<file path="src/rtl/multicycle_control_if.sv">
// ---------------------------------------------------------------------------
// multicycle_control_if
//   Bundles every signal between the multi-cycle RV32I control unit and the
//   rest of the core (instruction memory, data memory, ALU, register file,
//   PC logic).
//
//   Handshakes:
//     imem_req / imem_valid : imem_req is held high while the controller
//       waits for an instruction. The cycle in which imem_valid is high
//       while imem_req is high is the transfer cycle: instr is captured and
//       ir_write pulses.
//     mem_read|mem_write / dmem_ready : the strobe is held high until the
//       cycle in which dmem_ready is high. That cycle completes the access.
//
//   modport master : the control unit
//   modport slave  : the datapath / memories driving the control unit
// ---------------------------------------------------------------------------
interface multicycle_control_if #(
    parameter int RETIRE_W = 32
) ();
    // inputs to the control unit
    logic [31:0]         instr;
    logic                imem_valid;
    logic                dmem_ready;
    logic                branchTaken;
    // outputs of the control unit
    logic                imem_req;
    logic                ir_write;
    logic [3:0]          ALUop;
    logic [2:0]          funct3;
    logic [6:0]          funct7;
    logic                alu_src_a;
    logic                alu_src_b;
    logic [31:0]         imm;
    logic [4:0]          rs1;
    logic [4:0]          rs2;
    logic [4:0]          rd;
    logic                reg_write;
    logic                wb_sel;
    logic                mem_read;
    logic                mem_write;
    logic                pc_write;
    logic [1:0]          pc_src;
    logic [RETIRE_W-1:0] retired;

    modport master (
        input  instr, imem_valid, dmem_ready, branchTaken,
        output imem_req, ir_write, ALUop, funct3, funct7, alu_src_a, alu_src_b,
               imm, rs1, rs2, rd, reg_write, wb_sel, mem_read, mem_write,
               pc_write, pc_src, retired
    );

    modport slave (
        output instr, imem_valid, dmem_ready, branchTaken,
        input  imem_req, ir_write, ALUop, funct3, funct7, alu_src_a, alu_src_b,
               imm, rs1, rs2, rd, reg_write, wb_sel, mem_read, mem_write,
               pc_write, pc_src, retired
    );
endinterface

</file>
<file path="src/rtl/multicycle_control.sv">
// ---------------------------------------------------------------------------
// multicycle_control
//   Multi-cycle RV32I control unit. Latches the fetched instruction, decodes
//   it and sequences IDLE/FETCH/DECODE/EXECUTE/MEM/WRITEBACK, producing ALU
//   controls, operand selects, register-file, data-memory and PC strobes and
//   a count of retired instructions (one per PC update).
//
//   Ports:
//     clk, rst_n     : clock (rising edge), asynchronous active-low reset
//     bus (master)   : all instruction/data/ALU/RF/PC signals, see
//                      multicycle_control_if
//     state_o        : current FSM state (debug visibility)
//     illegal_instr  : sticky illegal-opcode flag (only with ILLEGAL_TRAP_EN)
//
//   Configuration macro: ILLEGAL_TRAP_EN
//     defined   : unknown opcodes enter TRAP from DECODE and set the sticky
//                 illegal_instr output; TRAP is left only through reset.
//     undefined : unknown opcodes execute as a NOP (PC+4, retire, no write).
// ---------------------------------------------------------------------------
module multicycle_control #(
    parameter int RETIRE_W = 32
) (
    input  logic                 clk,
    input  logic                 rst_n,
    multicycle_control_if.master bus,
    output logic [2:0]           state_o
`ifdef ILLEGAL_TRAP_EN
    ,output logic                illegal_instr
`endif
);

    localparam logic [2:0] S_IDLE      = 3'd0;
    localparam logic [2:0] S_FETCH     = 3'd1;
    localparam logic [2:0] S_DECODE    = 3'd2;
    localparam logic [2:0] S_EXECUTE   = 3'd3;
    localparam logic [2:0] S_MEM       = 3'd4;
    localparam logic [2:0] S_WRITEBACK = 3'd5;
`ifdef ILLEGAL_TRAP_EN
    localparam logic [2:0] S_TRAP      = 3'd6;
`endif

    localparam logic [6:0] OP_R      = 7'b0110011;
    localparam logic [6:0] OP_I      = 7'b0010011;
    localparam logic [6:0] OP_LOAD   = 7'b0000011;
    localparam logic [6:0] OP_STORE  = 7'b0100011;
    localparam logic [6:0] OP_BRANCH = 7'b1100011;
    localparam logic [6:0] OP_JAL    = 7'b1101111;
    localparam logic [6:0] OP_JALR   = 7'b1100111;
    localparam logic [6:0] OP_LUI    = 7'b0110111;
    localparam logic [6:0] OP_AUIPC  = 7'b0010111;
`ifdef ILLEGAL_TRAP_EN
    localparam logic [6:0] OP_FENCE  = 7'b0001111;
    localparam logic [6:0] OP_SYSTEM = 7'b1110011;
`endif

    logic [2:0]          state_q, state_d;
    logic [31:0]         ir_q, ir_d;
    logic [RETIRE_W-1:0] retired_q, retired_d;

    // ---------------- instruction decode (from the latched IR) -------------
    logic [6:0]  opcode;
    logic        is_r, is_i, is_load, is_store, is_branch;
    logic        is_jal, is_jalr, is_lui, is_auipc;
    logic        writes_rd;
    logic [3:0]  dec_aluop;
    logic [2:0]  dec_funct3;
    logic [6:0]  dec_funct7;
    logic        dec_src_a, dec_src_b;
    logic [31:0] dec_imm;
    logic        dec_valid;

    assign opcode    = ir_q[6:0];
    assign is_r      = (opcode == OP_R);
    assign is_i      = (opcode == OP_I);
    assign is_load   = (opcode == OP_LOAD);
    assign is_store  = (opcode == OP_STORE);
    assign is_branch = (opcode == OP_BRANCH);
    assign is_jal    = (opcode == OP_JAL);
    assign is_jalr   = (opcode == OP_JALR);
    assign is_lui    = (opcode == OP_LUI);
    assign is_auipc  = (opcode == OP_AUIPC);

    // FENCE, SYSTEM and unknown opcodes fall through as NOPs: no RF write.
    assign writes_rd = is_r | is_i | is_load | is_jal | is_jalr | is_lui | is_auipc;

`ifdef ILLEGAL_TRAP_EN
    logic known_op;
    logic illegal_q, illegal_d;
    assign known_op = is_r | is_i | is_load | is_store | is_branch | is_jal |
                      is_jalr | is_lui | is_auipc |
                      (opcode == OP_FENCE) | (opcode == OP_SYSTEM);
`endif

    always_comb begin
        dec_aluop  = 4'b0000;
        dec_funct3 = 3'b000;
        dec_funct7 = 7'b0000000;
        dec_src_a  = 1'b0;
        dec_src_b  = 1'b0;
        dec_imm    = 32'd0;
        if (is_r) begin
            dec_aluop  = 4'b0000;
            dec_funct3 = ir_q[14:12];
            dec_funct7 = ir_q[31:25];
        end else if (is_i) begin
            dec_aluop  = 4'b0001;
            dec_funct3 = ir_q[14:12];
            dec_funct7 = ir_q[31:25];
            dec_src_b  = 1'b1;
            dec_imm    = {{20{ir_q[31]}}, ir_q[31:20]};
        end else if (is_load) begin
            dec_aluop  = 4'b0010;
            dec_funct3 = ir_q[14:12];
            dec_src_b  = 1'b1;
            dec_imm    = {{20{ir_q[31]}}, ir_q[31:20]};
        end else if (is_store) begin
            dec_aluop  = 4'b0010;
            dec_funct3 = ir_q[14:12];
            dec_src_b  = 1'b1;
            dec_imm    = {{20{ir_q[31]}}, ir_q[31:25], ir_q[11:7]};
        end else if (is_branch) begin
            dec_aluop  = 4'b0011;
            dec_funct3 = ir_q[14:12];
            dec_imm    = {{19{ir_q[31]}}, ir_q[31], ir_q[7], ir_q[30:25],
                          ir_q[11:8], 1'b0};
        end else if (is_jal) begin
            dec_aluop  = 4'b0100;
            dec_src_a  = 1'b1;
            dec_src_b  = 1'b1;
            dec_imm    = {{11{ir_q[31]}}, ir_q[31], ir_q[19:12], ir_q[20],
                          ir_q[30:21], 1'b0};
        end else if (is_jalr) begin
            dec_aluop  = 4'b0100;
            dec_src_a  = 1'b1;
            dec_src_b  = 1'b1;
            dec_imm    = {{20{ir_q[31]}}, ir_q[31:20]};
        end else if (is_lui) begin
            // LUI carries the raw 20-bit field; the ALU does the shift.
            dec_aluop  = 4'b0101;
            dec_src_b  = 1'b1;
            dec_imm    = {12'd0, ir_q[31:12]};
        end else if (is_auipc) begin
            dec_aluop  = 4'b0010;
            dec_src_a  = 1'b1;
            dec_src_b  = 1'b1;
            dec_imm    = {ir_q[31:12], 12'd0};
        end
    end

    // Decode outputs are only meaningful once an instruction has been latched
    // for this pass; outside DECODE..WRITEBACK they are held at zero.
    assign dec_valid = (state_q == S_DECODE) || (state_q == S_EXECUTE) ||
                       (state_q == S_MEM)    || (state_q == S_WRITEBACK);

    assign bus.ALUop     = dec_valid ? dec_aluop  : 4'b0000;
    assign bus.funct3    = dec_valid ? dec_funct3 : 3'b000;
    assign bus.funct7    = dec_valid ? dec_funct7 : 7'b0000000;
    assign bus.alu_src_a = dec_valid & dec_src_a;
    assign bus.alu_src_b = dec_valid & dec_src_b;
    assign bus.imm       = dec_valid ? dec_imm    : 32'd0;
    assign bus.rs1       = dec_valid ? ir_q[19:15] : 5'd0;
    assign bus.rs2       = dec_valid ? ir_q[24:20] : 5'd0;
    assign bus.rd        = dec_valid ? ir_q[11:7]  : 5'd0;

    // ---------------- strobes --------------------------------------------
    logic pc_write;
    logic mem_done;

    assign mem_done      = (state_q == S_MEM) && bus.dmem_ready;
    assign bus.imem_req  = (state_q == S_FETCH);
    assign bus.ir_write  = (state_q == S_FETCH) && bus.imem_valid;
    assign bus.mem_read  = (state_q == S_MEM) && is_load;
    assign bus.mem_write = (state_q == S_MEM) && is_store;
    assign bus.reg_write = (state_q == S_WRITEBACK) && writes_rd && (ir_q[11:7] != 5'd0);
    assign bus.wb_sel    = (state_q == S_WRITEBACK) && is_load;

    // Branches retire in EXECUTE, stores on the completing MEM cycle and
    // everything else in WRITEBACK.
    assign pc_write = ((state_q == S_EXECUTE) && is_branch) ||
                      (mem_done && is_store) ||
                      (state_q == S_WRITEBACK);
    assign bus.pc_write = pc_write;

    always_comb begin
        bus.pc_src = 2'b00;
        if ((state_q == S_EXECUTE) && is_branch) begin
            bus.pc_src = bus.branchTaken ? 2'b01 : 2'b00;
        end else if (state_q == S_WRITEBACK) begin
            if (is_jal) begin
                bus.pc_src = 2'b01;
            end else if (is_jalr) begin
                bus.pc_src = 2'b10;
            end
        end
    end

    assign bus.retired = retired_q;
    assign state_o     = state_q;

    // ---------------- next state -------------------------------------------
    always_comb begin
        state_d = state_q;
        case (state_q)
            S_IDLE:      state_d = S_FETCH;
            S_FETCH:     if (bus.imem_valid) state_d = S_DECODE;
`ifdef ILLEGAL_TRAP_EN
            S_DECODE:    state_d = known_op ? S_EXECUTE : S_TRAP;
            S_TRAP:      state_d = S_TRAP;
`else
            S_DECODE:    state_d = S_EXECUTE;
`endif
            S_EXECUTE: begin
                if (is_branch) begin
                    state_d = S_FETCH;
                end else if (is_load || is_store) begin
                    state_d = S_MEM;
                end else begin
                    state_d = S_WRITEBACK;
                end
            end
            S_MEM:       if (bus.dmem_ready) state_d = is_store ? S_FETCH : S_WRITEBACK;
            S_WRITEBACK: state_d = S_FETCH;
            default:     state_d = S_IDLE;
        endcase
    end

    assign ir_d      = bus.ir_write ? bus.instr : ir_q;
    assign retired_d = pc_write ? retired_q + 1'b1 : retired_q;

`ifdef ILLEGAL_TRAP_EN
    assign illegal_d     = illegal_q | ((state_q == S_DECODE) && !known_op);
    assign illegal_instr = illegal_q;
`endif

    always_ff @(posedge clk or negedge rst_n) begin
        if (!rst_n) begin
            state_q   <= S_IDLE;
            ir_q      <= 32'd0;
            retired_q <= '0;
`ifdef ILLEGAL_TRAP_EN
            illegal_q <= 1'b0;
`endif
        end else begin
            state_q   <= state_d;
            ir_q      <= ir_d;
            retired_q <= retired_d;
`ifdef ILLEGAL_TRAP_EN
            illegal_q <= illegal_d;
`endif
        end
    end

endmodule
</file>
<file path="src/flat_wrapper.sv">
// flat-port wrapper written by rule: the top's interface ports become plain ports
module multicycle_control_flat 
#(
    parameter int RETIRE_W = 32
)
  (clk, rst_n, state_o, bus_instr, bus_imem_valid, bus_dmem_ready, bus_branchTaken, bus_imem_req, bus_ir_write, bus_ALUop, bus_funct3, bus_funct7, bus_alu_src_a, bus_alu_src_b, bus_imm, bus_rs1, bus_rs2, bus_rd, bus_reg_write, bus_wb_sel, bus_mem_read, bus_mem_write, bus_pc_write, bus_pc_src, bus_retired);
  multicycle_control_if #(.RETIRE_W(RETIRE_W)) bus_i ();
  input  logic clk;
  input  logic rst_n;
  output logic [2:0] state_o;
  input wire logic [$bits(bus_i.instr)-1:0] bus_instr;
  input wire logic [$bits(bus_i.imem_valid)-1:0] bus_imem_valid;
  input wire logic [$bits(bus_i.dmem_ready)-1:0] bus_dmem_ready;
  input wire logic [$bits(bus_i.branchTaken)-1:0] bus_branchTaken;
  output wire logic [$bits(bus_i.imem_req)-1:0] bus_imem_req;
  output wire logic [$bits(bus_i.ir_write)-1:0] bus_ir_write;
  output wire logic [$bits(bus_i.ALUop)-1:0] bus_ALUop;
  output wire logic [$bits(bus_i.funct3)-1:0] bus_funct3;
  output wire logic [$bits(bus_i.funct7)-1:0] bus_funct7;
  output wire logic [$bits(bus_i.alu_src_a)-1:0] bus_alu_src_a;
  output wire logic [$bits(bus_i.alu_src_b)-1:0] bus_alu_src_b;
  output wire logic [$bits(bus_i.imm)-1:0] bus_imm;
  output wire logic [$bits(bus_i.rs1)-1:0] bus_rs1;
  output wire logic [$bits(bus_i.rs2)-1:0] bus_rs2;
  output wire logic [$bits(bus_i.rd)-1:0] bus_rd;
  output wire logic [$bits(bus_i.reg_write)-1:0] bus_reg_write;
  output wire logic [$bits(bus_i.wb_sel)-1:0] bus_wb_sel;
  output wire logic [$bits(bus_i.mem_read)-1:0] bus_mem_read;
  output wire logic [$bits(bus_i.mem_write)-1:0] bus_mem_write;
  output wire logic [$bits(bus_i.pc_write)-1:0] bus_pc_write;
  output wire logic [$bits(bus_i.pc_src)-1:0] bus_pc_src;
  output wire logic [$bits(bus_i.retired)-1:0] bus_retired;
  assign bus_i.instr = bus_instr;
  assign bus_i.imem_valid = bus_imem_valid;
  assign bus_i.dmem_ready = bus_dmem_ready;
  assign bus_i.branchTaken = bus_branchTaken;
  assign bus_imem_req = bus_i.imem_req;
  assign bus_ir_write = bus_i.ir_write;
  assign bus_ALUop = bus_i.ALUop;
  assign bus_funct3 = bus_i.funct3;
  assign bus_funct7 = bus_i.funct7;
  assign bus_alu_src_a = bus_i.alu_src_a;
  assign bus_alu_src_b = bus_i.alu_src_b;
  assign bus_imm = bus_i.imm;
  assign bus_rs1 = bus_i.rs1;
  assign bus_rs2 = bus_i.rs2;
  assign bus_rd = bus_i.rd;
  assign bus_reg_write = bus_i.reg_write;
  assign bus_wb_sel = bus_i.wb_sel;
  assign bus_mem_read = bus_i.mem_read;
  assign bus_mem_write = bus_i.mem_write;
  assign bus_pc_write = bus_i.pc_write;
  assign bus_pc_src = bus_i.pc_src;
  assign bus_retired = bus_i.retired;
  multicycle_control #(.RETIRE_W(RETIRE_W)) u_core (.clk(clk), .rst_n(rst_n), .bus(bus_i), .state_o(state_o));
endmodule
</file>
<file path="config.mk">
export PLATFORM = sky130hd
export DESIGN_NAME = multicycle_control_flat
export DESIGN_NICKNAME = d
export VERILOG_FILES = /design/src/rtl/multicycle_control_if.sv /design/src/rtl/multicycle_control.sv /design/src/flat_wrapper.sv
export SDC_FILE = /design/constraint.sdc
export NUM_CORES = 1
export LEC_CHECK = 0
export BUFFER_PORTS_ARGS = -buffer_cell sky130_fd_sc_hd__buf_2
export CAP_MARGIN = 25
export CORE_MARGIN = 8
export CORE_UTILIZATION = 52
export CTS_BUF_LIST = sky130_fd_sc_hd__clkbuf_2 sky130_fd_sc_hd__clkbuf_4 sky130_fd_sc_hd__clkbuf_8
export DETAILED_ROUTE_END_ITERATION = 6
export PLACE_DENSITY_LB_ADDON = 0.05
export SLEW_MARGIN = 40
export SYNTH_ARGS = -nofsm -noshare
export SYNTH_HDL_FRONTEND = slang
export SYNTH_SLANG_ARGS = --single-unit
</file>
<file path="constraint.sdc">
create_clock -name clk -period 2.5 [get_ports clk]
set_input_delay 0.125 -clock clk [delete_from_list [all_inputs] [get_ports clk]]
set_output_delay 0.125 -clock clk [all_outputs]
set_load 0.02 [all_outputs]
</file>
# Word level (Yosys, flattened, before mapping)

Index checks and enable logic that the tools add are counted.

Register bits after elaboration: 67
Bits in latches: 0
Memory bits (writable): 0
Memory bits (read-only): 0
Input bits: 37
Output and inout bits: 107
Word-level logic and storage cells: 107
Memories: 0

$add $sub $neg: 1
$mul: 0
Divide/modulo/power cells: 0
Order comparisons: 0
Eq/ne operators: 16
Shift-type cells: 0
Multiplexer cells: 60
Bitwise logic cells: 8
Reduce and logical (&&, ||, !) cells: 19

Operator list:

| kind                  | count |
|---|---|
| $mux 32               | 10 |
| $mux 4                | 9 |
| $add 32x1->32 const B | 1 |
| $mux 3                | 10 |
| $eq 7x6->1 const B    | 3 |
| $eq 7x7->1 const B    | 3 |
| $mux 7                | 3 |
| $mux 1                | 19 |
| $mux 5                | 3 |
| $pmux 3 s5            | 1 |
| $eq 7x5->1 const B    | 2 |
| $mux 2                | 5 |
| $logic_and 1x1->1     | 9 |
| $eq 7x2->1 const B    | 1 |
| $eq 3x2->1 const B    | 2 |
| $eq 3x3->1 const B    | 2 |
| $logic_or 1x1->1      | 6 |
| $or 1x1->1            | 6 |
| $reduce_bool 5->1     | 1 |
| $ne 2x2->1 const B    | 2 |
| $eq 3x1->1 const B    | 1 |
| $logic_not 3->1       | 1 |
| $and 1x1->1           | 2 |
| $reduce_and 2->1      | 1 |
| $reduce_or 2->1       | 1 |

# Depth between registers and ports, before layout

Depth after elaboration: 11
Depth in mapped cells: 8
Depth with buffers taken out: 6

# Worst setup path before layout

No wires, ideal clock.

Path kind: register to register
Start: register u_core.state_q[1] (netlist: u_core.state_o[1])
End: register u_core.retired_q[21] (netlist: u_core.bus.retired[21])
Setup time: 0.130 ns
Data arrival time: 2.134 ns
Data required time: 2.370 ns
Slack: 0.237 ns
Cell stages (with the launch flop): 7
Path buffers: 1
Period minus slack after synthesis: 2.263 ns
Path through: dfrtp_1 > clkbuf_1 > nand3b_1 > or4_4 > o21a_4 > or4_4 > xnor2_2

Word-level cells in the longest chain between the ends: 5
Elaborated cells between the ends (all ways): 8
Those cells by class: 3 x eq/ne; 5 x reduce/logical

Ends and longest elaborated chain:

| element                | RTL line                  | source |
|---|---|---|
| start, declared        | multicycle_control.sv:56  | `logic [2:0] state_q, state_d;` |
| start signal, assigned | multicycle_control.sv:244 | `state_q <= state_d;` |
| $eq 3x3->1             | multicycle_control.sv:169 | `assign mem_done = (state_q == S_MEM) && bus.dmem_ready;` |
| $logic_and 1x1->1      | multicycle_control.sv:169 |  |
| $logic_and 1x1->1      | multicycle_control.sv:180 | `(mem_done && is_store) \|\|` |
| $logic_or 1x1->1       | multicycle_control.sv:179 | `assign pc_write = ((state_q == S_EXECUTE) && is_branch) \|\|` |
| $logic_or 1x1->1 (*)   | multicycle_control.sv:180 |  |
| end signal, assigned   | multicycle_control.sv:246 | `retired_q <= retired_d;` |
| end, declared          | multicycle_control.sv:58  | `logic [RETIRE_W-1:0] retired_q, retired_d;` |

Mark *: on every way between the ends. The rest lies on a longest branch, timed or not.
A chain may end at the register's enable or synchronous reset.

# Final worst setup path

Start: register u_core.ir_q[5]
End: output port bus_imm[21]

Word-level cells in the longest chain between the ends: 11
Elaborated cells between the ends (all ways): 19
Those cells by class: 9 x eq/ne; 10 x mux

Ends and longest elaborated chain:

| element                | RTL line                  | source |
|---|---|---|
| start, declared        | multicycle_control.sv:57  | `logic [31:0] ir_q, ir_d;` |
| start signal, assigned | multicycle_control.sv:245 | `ir_q <= ir_d;` |
| $eq 7x5->1             | multicycle_control.sv:81  | `assign is_auipc = (opcode == OP_AUIPC);` |
| $mux 32                | multicycle_control.sv:142 | `end else if (is_auipc) begin` |
| $mux 32                | multicycle_control.sv:137 | `end else if (is_lui) begin` |
| $mux 32                | multicycle_control.sv:132 | `end else if (is_jalr) begin` |
| $mux 32                | multicycle_control.sv:126 | `end else if (is_jal) begin` |
| $mux 32                | multicycle_control.sv:121 | `end else if (is_branch) begin` |
| $mux 32                | multicycle_control.sv:116 | `end else if (is_store) begin` |
| $mux 32                | multicycle_control.sv:111 | `end else if (is_load) begin` |
| $mux 32                | multicycle_control.sv:105 | `end else if (is_i) begin` |
| $mux 32 (*)            | multicycle_control.sv:101 | `if (is_r) begin` |
| $mux 32 (*)            | multicycle_control.sv:160 | `assign bus.imm = dec_valid ? dec_imm : 32'd0;` |
| end, declared          | flat_wrapper.sv:22        | `output wire logic [$bits(bus_i.imm)-1:0] bus_imm;` |

Marks and branches as above.

==> qor.yml <==
status: "finished, final reports clean"
grt_pass1_vias: 4242
ys_seq_elements: 67
grt_use_total: 0.237
reg2reg_from: "u_core.ir_q[6]"
dp_slack_ps: 309
synthArstFlopShare: 1.00
hold_class: "primary input to flop"
grt_pass1_wl_mm: 21.5
synth_cell_types: 59
drive_gt1_frac: 0.392
gr-total-overflow: 0
synth_top_area_cell: "dfrtp_1"
num_io_pins: 144
avgRoutedWirePerCell_um: 18.5
routed_via_density: 5.79
cts_sinks: 67
yosysWarnings: 0
fp.dieH_um: 106
min_from: "bus_instr[22]"
max_freq_mhz: 405
fp-row-count: 32
wl_met1_mm: 5.53
antenna_found_initial: 1
required_ps: 2380
core_area_mm2: 0.00777
r2r_end: "u_core.bus.retired[28]"
setup_viol_count_final: 0
total_power_mw: 5.68
tightestPinTransition_ps: 717
syn_area_mm2: 0.00418
post-dp-hpwl_mm: 10.2
period_needed_ps: 2470
rsz0062_at_grt: "yes"
wl_met2_mm: 6.54
period_share: 0.988
antenna_left: 0
setup_ws_ps: 29.2
max_slew_margin: 0.520
die-area_mm2: 0.0112
vias: 4207
critPathArrivalTime_ps: 2350
peakVddDrop_uv: 596
post-route-util: 0.693
drc: 0
endpoint_kind: "primary output"
p_per_area_mw_per_mm2: 1050
fillCellCount: 668
wl_met3_mm: 1.11
routed_wl_mm: 13.5
hold_depth: 2
ys_seq_area_frac: 0.401
synthToLayoutAreaGrowth_pct: 28.7
numCtsBuffers: 9
hold_viol_final: 0
highest_layer: "met5"
initial_core_util: 0.539
place.gp.congestion: 0.948
port_buffers: 142
drv_slew: 0
synth_nets: 504
yosysTopAreaCellShare: 0.401
synth_area_leaders: "dfrtp_1, mux2_2, nand2_1"
dr.pass1.iters: 5
cts-root-buf: "clkbuf_8"
total_leakage_power_nw: 2.51
drt_iter0_drc: 249
critPathLaunchType: "flop"
syn_area_per_cell_um2: 8.98
grt_max_degree: 68
n_antenna_cell: 0
nets: 659
die_x_um: 106
fin_skew_ps: 13.6
cts_tree: "done"
synth_flop_cell: "dfrtp_1"
cts_max_level: 3
syn_inst: 466
reg2reg_slack_ps: 260
hold_end: "u_core.ir_q[22]"
maxCapViolCount: 0
synth_edf_count: 0
setup.worst_path.start: "u_core.ir_q[5]"
clockBufferDepth: 2
worstPathMaxFanout: 16
clock_latency_ps: 350
r2r.worst_path.cells: 6
criticalPathCategory: "flop to primary output"
clkTransAtPathRegs_ps: 80
==> state kept, by name (all words and copies together), names as in the netlist <==
name / flops
u_core.state_o: 3
u_core.bus.retired: 32
u_core.ir_q: 32
==> synthesized netlist by cell type, drive strengths merged (2+ instances only) <==
master and number:
a21oi 27, and2 29, or4 3, xnor2 22, or2 3, nor2b 4, nand4 10, nor2 43
a21o 15, nand3 16, clkbuf 21, a211oi 3, a22oi 9, mux2 31, xor2 9, and3 7
a31o 5, dfrtp 67, buf 7, and4 2, nor4 4, nand3b 5, o221ai 4, nand2 58
o21ai 13, o21a 2, a21boi 2, nand2b 9, nor3 13
==> kinds of logic after synthesis <==
logic type      count (synthesis)  synth area share
compound gates                 92             0.149
xor+xnor                       31            0.0667
fa+ha+maj                       1           0.00299
buf+inv                        30            0.0302
mux                            31            0.0834
flops                          67             0.401
other cells                     1          0.000896
simple gates                  213             0.266
==> through the flow <==
step           hold slack, ps  setup TNS [ps]  cells  instance area, um^2
2_1_floorplan            -171               0    466                 4180
3_3_place_gp              164               0    707                 5110
3_5_place_dp              174               0    707                 5110
4_1_cts                  1.17               0    725                 5320
5_1_grt                  2.22            -394    727                 5390
6_report                 11.2               0    727                 5390
==> critical path: stages (launching register included) <==
cell      delay, ps
dfrtp_1         430
buf_4           210
nor4bb_2        350
nor2b_1         200
buf_6           200
nand2_1          80
a21o_1          180
a21oi_1         170
buf_4           170
==> layout make-up <==
class                   count  area (um^2)  area share
multi-input cells         369         2430       0.452
repair buffers            172          962       0.179
flip-flops and latches     67         1680       0.311
well taps                 102          128      0.0237
clock inverters             5         38.8     0.00720
clock buffers              10          138      0.0256
inverters                   2         7.51     0.00139
==> placed cells by master, fill, tap and decap left out, types with 2 or more instances in the layout <==
master / instances
nand2b_1: 9
a21oi_1: 24
nand4_1: 10
mux2_2: 31
nor3_1: 12
clkbuf_8: 10
buf_4: 26
nor4_1: 2
a21oi_2: 3
or2_2: 3
nor2_1: 39
buf_2: 141
and3_1: 7
dfrtp_1: 66
nand2_1: 58
nand3b_1: 4
a21o_1: 15
o21ai_0: 13
dlygate4sd3_1: 3
a22oi_1: 9
and4_1: 2
or4_4: 2
xnor2_1: 21
a31o_2: 5
nor2b_1: 4
a211oi_1: 2
nor2_2: 3
a21boi_0: 2
nor4_2: 2
and2_1: 29
clkinvlp_4: 4
nand3_1: 15
o221ai_1: 4
xor2_1: 9
==> how the worst max path moves through the flow <==
stage / to / slack, ps / cells past startpoint
6_report: bus_imm[21] / 30 / 8
5_1_grt: bus_imm[25] / -80 / 8
4_1_cts: bus_imm[21] / 5 / 8
3_5_place_dp: u_core.bus.retired[28] / 310 / 6
3_3_place_gp: u_core.bus.retired[28] / 350 / 6
2_1_floorplan: u_core.bus.retired[21] / 240 / 6
==> metal layers <==
metal / track usage / vias up
met5: 0 / -
met1: 0.290 / 2033
met4: 0.0925 / 2
met3: 0.0743 / 28
met2: 0.382 / 184
li1: - / 1960
==> power by group <==
group	total [mW]	internal, mW	switching, mW
Sequential	1.89	1.42	0.467
Combinational	2.98	1.21	1.77
Clock	0.814	0.384	0.430
==> what timing repair did <==
| item | 4_1_cts | 5_1_grt |
|---|---|---|
| endpoints found under the hold margin | 69 | 0 |
| cloned | 0 | 0 |
| setup buffers | 0 | 2 |
| resized for setup | 1 | 14 |
| hold buffers | 3 | 0 |
| pin swaps | 0 | 1 |
| setup endpoints to repair | 4 | 35 |
Power figures use the tool's default switching activity.
